--- src/rtl/conv_sequencer.sv ---
// ============================================================================
// Module      : conv_sequencer
// Description : Sequencer for the MSDAP convolution datapath. For each output
//               sample it walks the rj segments and coefficient memory, forms
//               data-memory addresses, and strobes the ALU accumulator.
// Revision    : 1.0 - initial release
// ============================================================================
`default_nettype none

module conv_sequencer #(
    parameter int NUM_RJ   = 16,
    parameter int RJ_W     = 8,
    parameter int COEFF_AW = 9,
    parameter int DATA_AW  = 8
) (
    input  logic                clk,
    input  logic                reset_n,
    input  logic                start,
    input  logic                abort,
    input  logic [DATA_AW-1:0]  newest_ptr,
    output logic [3:0]          rj_addr,
    input  logic [RJ_W-1:0]     rj_data,
    output logic [COEFF_AW-1:0] coeff_addr,
    input  logic [8:0]          coeff_data,
    output logic [DATA_AW-1:0]  data_addr,
    output logic                alu_clear,
    output logic                alu_acc_en,
    output logic                alu_sub,
    output logic                alu_shift,
    output logic                busy,
    output logic                conv_done
);

    typedef enum logic [2:0] {
        S_IDLE     = 3'd0,
        S_RJ_RD    = 3'd1,
        S_RJ_LATCH = 3'd2,
        S_ISSUE    = 3'd3,
        S_DRAIN    = 3'd4,
        S_SHIFT    = 3'd5,
        S_DONE     = 3'd6
    } state_t;

    state_t              state;
    state_t              state_nxt;
    logic [3:0]          seg;
    logic [COEFF_AW-1:0] coeff_ptr;
    logic [RJ_W-1:0]     remaining;
    logic                drain_cnt;
    logic [DATA_AW-1:0]  n_reg;
    logic                v1;      // coeff_data valid for an issued tap
    logic                v2;      // accumulate stage valid
    logic                sign1;

    always_ff @(posedge clk) begin
        if (!reset_n) begin
            state     <= S_IDLE;
            seg       <= '0;
            coeff_ptr <= '0;
            remaining <= '0;
            drain_cnt <= 1'b0;
            n_reg     <= '0;
            v1        <= 1'b0;
            v2        <= 1'b0;
            sign1     <= 1'b0;
        end else begin
            state     <= state_nxt;
            v1        <= !abort && (state == S_ISSUE);
            v2        <= !abort && v1;
            sign1     <= !abort && v1 && coeff_data[8];
            drain_cnt <= !abort && (state == S_DRAIN) && !drain_cnt;
            if (!abort) begin
                case (state)
                    S_IDLE: begin
                        if (start) begin
                            n_reg     <= newest_ptr;
                            seg       <= '0;
                            coeff_ptr <= '0;
                        end
                    end
                    S_RJ_LATCH: remaining <= rj_data;
                    S_ISSUE: begin
                        coeff_ptr <= coeff_ptr + 1'b1;
                        remaining <= remaining - 1'b1;
                    end
                    S_SHIFT:    seg <= seg + 1'b1;
                    default: ;
                endcase
            end
        end
    end

    always_comb begin
        state_nxt  = state;
        rj_addr    = '0;
        coeff_addr = '0;
        alu_clear  = 1'b0;
        alu_shift  = 1'b0;
        conv_done  = 1'b0;
        case (state)
            S_IDLE:     if (start) state_nxt = S_RJ_RD;
            S_RJ_RD: begin
                rj_addr   = seg;
                alu_clear = (seg == 4'd0);
                state_nxt = S_RJ_LATCH;
            end
            S_RJ_LATCH: state_nxt = (rj_data == '0) ? S_SHIFT : S_ISSUE;
            S_ISSUE: begin
                coeff_addr = coeff_ptr;
                if (remaining == RJ_W'(1)) state_nxt = S_DRAIN;
            end
            S_DRAIN:    if (drain_cnt) state_nxt = S_SHIFT;
            S_SHIFT: begin
                alu_shift = 1'b1;
                state_nxt = (seg == 4'(NUM_RJ - 1)) ? S_DONE : S_RJ_RD;
            end
            S_DONE: begin
                conv_done = 1'b1;
                state_nxt = S_IDLE;
            end
            default:    state_nxt = S_IDLE;
        endcase
        if (abort) state_nxt = S_IDLE;
    end

    // Stage 1 forms the circular-buffer address x(n-k); stage 2 accumulates it.
    assign data_addr  = v1 ? (n_reg - DATA_AW'(coeff_data[7:0])) : '0;
    assign alu_acc_en = v2;
    assign alu_sub    = v2 && sign1;
    assign busy       = (state != S_IDLE);

endmodule

`default_nettype wire
--- config.mk ---
export PLATFORM = sky130hd
export DESIGN_NAME = conv_sequencer
export DESIGN_NICKNAME = d
export VERILOG_FILES = /design/src/rtl/conv_sequencer.sv
export SDC_FILE = /design/constraint.sdc
export NUM_CORES = 1
export LEC_CHECK = 0
export BUFFER_PORTS_ARGS = -buffer_cell sky130_fd_sc_hd__buf_2
export CORE_ASPECT_RATIO = 1.2
export CORE_MARGIN = 2
export CORE_UTILIZATION = 30
export CTS_CLUSTER_DIAMETER = 150
export CTS_CLUSTER_SIZE = 8
export DETAILED_ROUTE_END_ITERATION = 16
export PLACE_DENSITY = 0.5
export SLEW_MARGIN = 20
export SYNTH_ARGS = -nofsm -noshare
export SYNTH_HDL_FRONTEND = slang
export SYNTH_SLANG_ARGS = --single-unit
--- constraint.sdc ---
create_clock -name clk -period 1.7 [get_ports clk]
set_clock_uncertainty 0.05 [all_clocks]
set_input_delay 0.085 -clock clk [delete_from_list [all_inputs] [get_ports clk]]
set_output_delay 0.085 -clock clk [all_outputs]
set_load 0.01 [all_outputs]
==> run metrics, run 1 <==
outcome=complete, but fails checks; failing checks=setup timing; area of the mapped netlist=roughly 0.0024 mm^2; P_sw=0.000476 W; worst skew pair latency=between 200 and 300 ps; Critical path buffers and inverters=1; worst-margin pin slew=between 600 and 700 ps; PwrDens=between 500 and 600 mW/mm^2; GRT Overall Usage=about 16%; routed vias/inst=between 5 and 6; most common cell in the netlist=dfxtp_1; Clk pwr share=35.2%; share of layout cells above drive strength 1=between 30% and 40%; Yosys reg bits=36; relative slew slack=about 57%; port buffer count=55; final setup margin=-292 ps; Syn Area/Cell=just over 8 um^2; P&R area growth vs syn=39.6%; CP delay by family, top=simple AND/OR/NAND/NOR gates; crit start category=flop; Post-synth top cells=dfxtp_1, nand2_1, a21oi_1, inv_1; n_diodes=0; CTS buffer count=5; cell area after placement=about 0.0029 mm^2; critical path class=reg2out; CP max-delay cell=or4_4; RSZ-0062 raised after global routing=yes; Hold Vio Cnt, Final=0; # placed instances=463; Critical Path Fanout Max=2; sw frac=about a quarter; FFs w/ async S/R, synth=0%; largest net degree at the start of global routing=14; die area=0.00857 mm^2; crit share post-route=117%; CP max stage delay=around 520 ps; final cell count without fillers=approximately 480; core area=0.00766 mm^2; cell taking the most area after synthesis=dfxtp_1; Critical Path RT=about 1600 ps; post-layout util=a little over two fifths; nets=about 430; routed wire length=6360 um; Largest register FFs=9; Post-Synthesis Cells=just under 300; register area share after synthesis=about 30%; yosys warns=0; Max Clk Rate=0.502 GHz; Final min period=~2000 ps; CP Capture Type=output port; H-tree Lvls=2; share of the synthesized area in the top cell type=a little under a third; dpl hpwl=slightly below 5000 um; initial DRC count=49; worst-path cell chain=ha_4 -> or4_4 -> o22ai_2 -> mux2_4 -> buf_6; Row Count=35; Post-Syn Nets=approximately 330; Max-Cap Viols=0; drc violations=0; RePlAce Congestion=roughly 0.83; Die Span Y=101 um; final setup violation count=6; clk root buf=clkbuf_8; post-route ant nets=0; antenna violations before repair=0; Routed WL per cell=13.4 um; Chip Width=between 80 and 90 um; Cell variety after synth=55; vias=2,378; vias in the first global route=about 2,400; CTS tree=done; clk buf depth=2; Peak VDD IR=0.389 mV; Comb power frac=between 10% and 20%; Final Instance Area=approximately 0.0033 mm^2; first-pass GRT wire length=around 11,000 um; Leakage=1.41 nW; Clock Sinks=36; Critical Path AT=about 1900 ps; Post-synth EDFFs=0; num ports=56; synth top area cells=dfxtp_1, ha_1, and2_1; Worst-path clk slew=roughly 70 ps; total design power=roughly 0.0019 W; Initial Util=a little under a third; cell-internal power=~0.0014 W; Seq pwr share=between 40% and 50%; DRT Pass-1 Iters=4; Overflow after GRT=0; Max Slew Vio Count=0; worst min path class=in2reg; Synth Flop Type=dfxtp_1
-- tightest hold or removal path, cell delays in order --
cell and delay [ps]:
buf_2 100, nand3_1 50, a21boi_0 60
-- cells by family (layout without fill, tap and decap cells) --
| family | Yosys count | count (layout) | share of synthesized area (%) |
|---|---|---|---|
| AND/OR/NAND/NOR | 120 | 120 | 27.9 |
| AO/OA/AOI/OAI | 79 | 79 | 23.6 |
| flip-flops | 36 | 36 | 30.6 |
| buffers and inverters | 33 | 125 | 6.49 |
| adder cells (fa/ha/maj) | 14 | 14 | 7.76 |
| XOR/XNOR | 5 | 5 | 1.86 |
| multiplexers | 4 | 4 | 1.81 |
-- per-stage QoR --
stage | setup TNS [ps] | setup WS [ps] | hold slack [ps]
2_1_floorplan | 0 | 9.86 | 175
3_3_place_gp | -309 | -156 | 272
3_5_place_dp | -353 | -157 | 284
4_1_cts | -1420 | -312 | 3.29
5_1_grt | -1890 | -429 | 25.3
6_report | -1220 | -292 | 14.5
-- worst paths after layout --
path	startpoint	endpoint	slack, ps	depth (start not counted)
min	newest_ptr[6]	n_reg[6]	10	3
min reg2reg	drain_cnt	drain_cnt	410	1
max reg2reg	remaining[3]	state[2]	130	4
max	n_reg[5]	data_addr[7]	-290	5
-- layout by cell type (no fill, tap or decap), types with 4 or more instances in the layout --
cell type,n
ha_1,6
or3_1,8
nand2b_1,4
dfxtp_2,4
nor3_1,8
nor2_1,19
o31ai_1,4
buf_4,36
dfxtp_1,29
and2_1,19
o21ai_0,11
clkbuf_8,7
inv_2,4
buf_2,53
nand3_1,12
nor4_1,5
ha_4,7
a21oi_1,20
buf_6,5
nand2_1,21
o21a_1,4
inv_1,18
a21boi_0,9
nor2b_1,9
-- routing by layer --
layer | global-route usage [%] | part of all wire [%] | vias up
met2 | 27.4 | 47 | 53
met5 | 0 | 0 | -
met1 | 19.3 | 47 | 1102
met3 | 3.28 | 4.6 | 6
met4 | 4.40 | 1.3 | 0
li1 | - | - | 1217
-- power by group through the flow --
| stage | clock [W] | combinational, W | sequential [W] |
|---|---|---|---|
| 3_3_place_gp | 0 | 0.000281 | 0.000889 |
| 3_5_place_dp | 0 | 0.000280 | 0.000889 |
| 5_1_grt | 0.000731 | 0.000381 | 0.000872 |
| 4_1_cts | 0.000693 | 0.000311 | 0.000871 |
| 2_1_floorplan | 0 | 0.000159 | 0.000884 |
| 6_report | 0.000656 | 0.000340 | 0.000870 |
-- area by class of cell --
| type | count | area, um^2 |
|---|---|---|
| inverters | 22 | 82.6 |
| fillers | 773 | 4380 |
| repair buffers | 96 | 612 |
| well taps | 92 | 115 |
| clock buffers | 7 | 96.3 |
| flip-flops and latches | 36 | 737 |
| multi-input cells | 222 | 1640 |
-- repair_timing --
item,in CTS,in global routing
hold endpoints to repair,2,0
buffers inserted,2,1
setup endpoints to repair,15,15
resized for setup,28,19
hold buffers,2,0
pin swaps,12,7
(Power assumes the default switching activity.)
==> run 2, diff against run 1 <==
Clock period 1.7 ns to 1.6 ns, I/O delays scaled along.
==> run 2 against run 1 <==
Net effect:
- global-route usage down 0.37 points
- combinational power increased by 20%
- worst hold slack got worse by 4.2 ps
- the run still ends with setup timing left
- clock power down 7.6%
- largest cell class unchanged
- sequential cell count did not move
==> run metrics, run 2 (synthesized netlist as in run 1, its figures left out) <==
Clk pwr share=~31%; antenna violations before repair=0; n_diodes=0; Routed WL per cell=around 13 um; die area=~0.0086 mm^2; failing checks=setup timing; P_sw=0.000518 W; DR WL met3=just under 300 um; Overflow after GRT=0; drc violations=0; routed wire length=roughly 6600 um; r2r startpoint=remaining[3]; Critical path buffers and inverters=3; cell-internal power=around 0.0014 W; top sig layer=met4; Critical Path AT=roughly 1900 ps; vias in the first global route=about 2,400; P&R area growth vs syn=49.5%; CP max-delay cell=fa_2; Row Count=35; Critical Path Source=n_reg[0]; Initial Util=30.7%; metal1 wirelength=approximately 2800 um; CP delay by family, top=adder cells; Peak VDD IR=~0.47 mV; post-layout util=a little under half; most frequent cells in the layout=buf_4, buf_2, dfxtp_1, nand2_1, nor2_1; Critical Path RT=around 1500 ps; H-tree Lvls=2; RePlAce Congestion=0.853; Clock Sinks=36; final setup margin=-431 ps; crit start category=flop; post-route ant nets=0; worst-path cell chain=inv_2 -> ha_4 -> inv_2 -> fa_2 -> a21oi_4 -> o21ai_2 -> mux2i_1 -> o311ai_2 -> buf_2; vias=roughly 2,500; CTS buffer count=5; core area=between 0.007 and 0.008 mm^2; nets=around 450; outcome=complete, but fails checks; share of layout cells above drive strength 1=~44%; port buffer count=55; Comb power frac=21.0%; Max Slew Vio Count=0; worst-margin pin slew=542 ps; largest net degree at the start of global routing=15; Worst-path clk slew=70 ps; CP max stage delay=~360 ps; Fillers=approximately 750; Leakage=1.51 nW; DR WL met2=3310 um; PwrDens=roughly 550 mW/mm^2; Final min period=around 2000 ps; first-pass GRT wire length=approximately 11,000 um; Seq pwr share=47.7%; dpl hpwl=4920 um; crit share post-route=127%; DRT Pass-1 Iters=4; worst min path class=in2reg; final setup violation count=7; relative slew slack=63.5%; worst skew pair latency=approximately 280 ps; Max-Cap Viols=0; Hold Vio Cnt, Final=0; critical path class=reg2out; Max Clk Rate=a little under 0.5 GHz; GRT Overall Usage=between 15 and 20%; clk root buf=clkbuf_8; CP Capture Type=output port; Die Span Y=just over 100 um; routed vias/inst=around 5; cell area after placement=approximately 0.0031 mm^2; CTS tree=done; sw frac=a little over a quarter; Chip Width=84.9 um; commonest non-fill, non-tap cell in the layout=buf_4; Critical Path Fanout Max=2; initial DRC count=74; RSZ-0062 raised after global routing=yes; most frequent CP cell=inv_2; clk buf depth=2; Worst Hold Launch=newest_ptr[1]; num ports=between 50 and 60; Final Instance Area=around 0.0035 mm^2; Largest register FFs=9
## run 2: tightest hold or removal path: cells and delay by family
family,cells,cell delay [ps]
and+or+nand+nor,1,60
buffers and inverters,1,100
AOI/OAI and AO/OA,1,70
## run 2: cell type report
cell class                 count  area (um^2)  share of cell area (%)
sequential                    36          737                    20.9
multi-input combinational    222         1720                    48.8
inverter                      22         85.1                    2.42
clock buffer                   6         72.6                    2.06
tap                           92          115                    3.27
clock inverter                 1         5.00                   0.142
timing repair buffer         115          787                    22.4
## run 2: final timing paths
| kind | to | slack, ps | cells after the start |
|---|---|---|---|
| worst max-delay path | data_addr[6] | -430 | 9 |
| worst min register to register | drain_cnt | 390 | 1 |
| worst max register to register | state[2] | 20 | 4 |
| worst min-delay path | n_reg[1] | 10 | 3 |
## run 2: per-stage QoR
step / std cells / hold slack, ps / setup WS [ps] / TNS [ps] / power [W]
2_1_floorplan: 291 / 170 / 0.896 / 0 / 0.00112
3_5_place_dp: 475 / 286 / -201 / -684 / 0.00126
3_3_place_gp: 475 / 277 / -190 / -579 / 0.00126
4_1_cts: 490 / 2.95 / -416 / -2080 / 0.00193
6_report: 494 / 10.3 / -431 / -2120 / 0.00194
5_1_grt: 494 / 15.8 / -561 / -2960 / 0.00205
## run 2: repair_timing
item,4_1_cts,5_1_grt
setup endpoints to repair,23,41
hold buffers,2,0
hold endpoints to repair,2,0
pin swaps,12,11
resized for setup,30,36
buffers inserted,6,5
## run 2: per-layer routing
metal	global-route usage, %	up-vias
met2	27.0	59
met3	2.70	12
met5	0	-
li1	-	1249
met4	6.23	0
met1	18.2	1149
## run 2: power by group through the flow
stage | Combinational, W | Sequential (W) | Clock [W]
6_report | 0.000407 | 0.000924 | 0.000606
5_1_grt | 0.000447 | 0.000926 | 0.000674
4_1_cts | 0.000359 | 0.000924 | 0.000647
3_5_place_dp | 0.000317 | 0.000944 | 0
3_3_place_gp | 0.000317 | 0.000944 | 0
2_1_floorplan | 0.000175 | 0.000940 | 0
==> run 3, diff against run 2 <==
Settings changed: PLACE_DENSITY 0.5 to 0.57.
==> run 3 against run 2 <==
Net effect:
- the flow still finishes with violations (setup timing)
- critical path depth unchanged
- wire length increased by 0.80%
- clock power increased by 49%
- fmax decreased by 0.67%
- register-to-register slack about the same
- non-clock buffer count increased by 1
- utilization increased by 0.20 points
- worst setup slack got worse by 14 ps
- die area unchanged
- largest power group unchanged
- final area increased by 0.43%
==> run metrics, run 3 (synthesized netlist as in run 1, its figures left out) <==
Die Span Y=101 um; PwrDens=around 630 mW/mm^2; Max Clk Rate=~0.49 GHz; R2R cell count=5; largest net degree at the start of global routing=16; outcome=complete, but fails checks; Worst-path clk slew=roughly 80 ps; CP max-delay cell=fa_2; critical path class=reg2out; Largest register FFs=9; clk buf depth=2; CP max stage delay=approximately 370 ps; Final min period=just over 2000 ps; Chip Width=about 85 um; Max-Cap Viols=0; vias in the first global route=2,317; CTS tree=done; # placed instances=469; relative slew slack=about two thirds; routed wire length=between 6000 and 7000 um; Initial Util=between 30% and 40%; most frequent cells in the layout=buf_2, buf_4, dfxtp_1, nand2_1, nor2_1; failing checks=setup timing; die area=between 0.008 and 0.009 mm^2; worst-margin pin slew=approximately 480 ps; met1 Usage GRT=between 10% and 20%; Critical Path RT=about 1500 ps; Critical Path AT=1920 ps; clk root buf=clkbuf_8; nets=446; Hold Vio Cnt, Final=0; Hold Path Depth=3; met2 Track Usage GR=27.5%; Final TNS setup=-2470 ps; worst-path cell chain=inv_2 -> ha_4 -> inv_2 -> fa_2 -> a21oi_4 -> o21ai_2 -> mux2i_1 -> o311ai_2 -> buf_2; Peak VDD IR=~0.33 mV; port buffer count=55; core area=between 0.007 and 0.008 mm^2; final cell count without fillers=slightly below 500; num ports=56; commonest non-fill, non-tap cell in the layout=buf_2; post-route ant nets=0; Worst Hold Launch=newest_ptr[5]; GRT Overall Usage=between 10% and 20%; Row Count=35; CP Capture Type=output port; Max Slew Vio Count=0; Critical Path Fanout Max=2; Min-Delay Endpoint=n_reg[5]; worst skew pair latency=290 ps; Critical R2R Capture=coeff_ptr[7]; Final Instance Area=between 0.003 and 0.004 mm^2; Leakage=1.53 nW; Overflow after GRT=0; flop-to-flop setup slack=roughly 20 ps; first-pass GRT wire length=10,800 um; Worst Hold Slack=~11 ps; crit share post-route=128%; RePlAce Congestion=0.864; CTS buffer count=5; n_diodes=0; drc violations=0; H-tree Lvls=2; cell area after placement=a little over 0.003 mm^2; most frequent CP cell=inv_2; busiest grt layer=met2; final setup margin=-445 ps; share of layout cells above drive strength 1=between 40 and 50%; Clock Sinks=36; initial DRC count=58; P&R area growth vs syn=50.1%; met3 Use GR=around 2.5%; crit start category=flop; antenna violations before repair=0; Fillers=around 740; vias=roughly 2,500; worst min path class=in2reg; RSZ-0062 raised after global routing=yes; post-layout util=a little under half; r2r startpoint=state[1]; final setup violation count=7; Routed WL per cell=13.4 um; dpl hpwl=around 4700 um; DRT Pass-1 Iters=4; routed vias/inst=roughly 5.0
## run 3: changes by cell type in the layout (fill, tap and decap cells not counted), sizes merged
cell,previous run,this run
bufinv,0,1
clkbuf,6,7
clkinv,1,0
dlygate4sd3,2,3
## run 3: metrics by stage
stage	power, W	worst slack [ps]
final	0.00223	-445
after CTS	0.00221	-474
after global routing	0.00232	-527
after global placement	0.00125	-194
after detailed placement	0.00125	-228
after floorplan	0.00112	0.896
## run 3: report_power, final
group,total [W],internal [W],switching [W]
clock,0.000901,0.000550,0.000350
combinational,0.000409,0.000212,0.000197
sequential,0.000923,0.000910,0.0000135
## run 3: layout make-up
type                    instances  area, um^2  area share (%)
inverters                      22        82.6            2.34
flip-flops and latches         36         737            20.9
clock inverters                 1        30.0           0.850
multi-input cells             222        1690            47.7
well taps                      92         115            3.26
clock buffers                   7        96.3            2.73
repair buffers                116         786            22.2
## run 3: worst max-delay path by stage
stage	end	slack (ps)	from	cells after the start
floorplan	data_addr[5]	0.9	n_reg[5]	5
global placement	data_addr[6]	-190	n_reg[0]	9
detailed placement	data_addr[6]	-230	n_reg[0]	9
CTS	data_addr[6]	-470	n_reg[0]	9
global route	data_addr[6]	-530	n_reg[0]	9
finish	data_addr[6]	-450	n_reg[0]	9
## run 3: routing by layer
metal / up-vias / routed length (um)
li1: 1261 / -
met1: 1155 / 3050
met2: 57 / 3250
met3: 6 / 265
met4: 0 / 90
met5: - / 0
## run 3: repair_timing
action                                  in CTS  in global routing
endpoints found under the setup margin      26                 29
hold buffers                                 3                  0
gates resized for setup                     35                 25
pin swaps                                   16                 15
buffers inserted                             9                  7
endpoints found under the hold margin        3                  0
gates cloned                                 0                  1
## run 3: worst max-delay path: cells and delay by family, from the launching register on
family | cells | cell delay, ps
fa+ha+maj | 2 | 490
compound gates | 3 | 390
flops | 1 | 330
buf+inv | 3 | 250
mux | 1 | 180
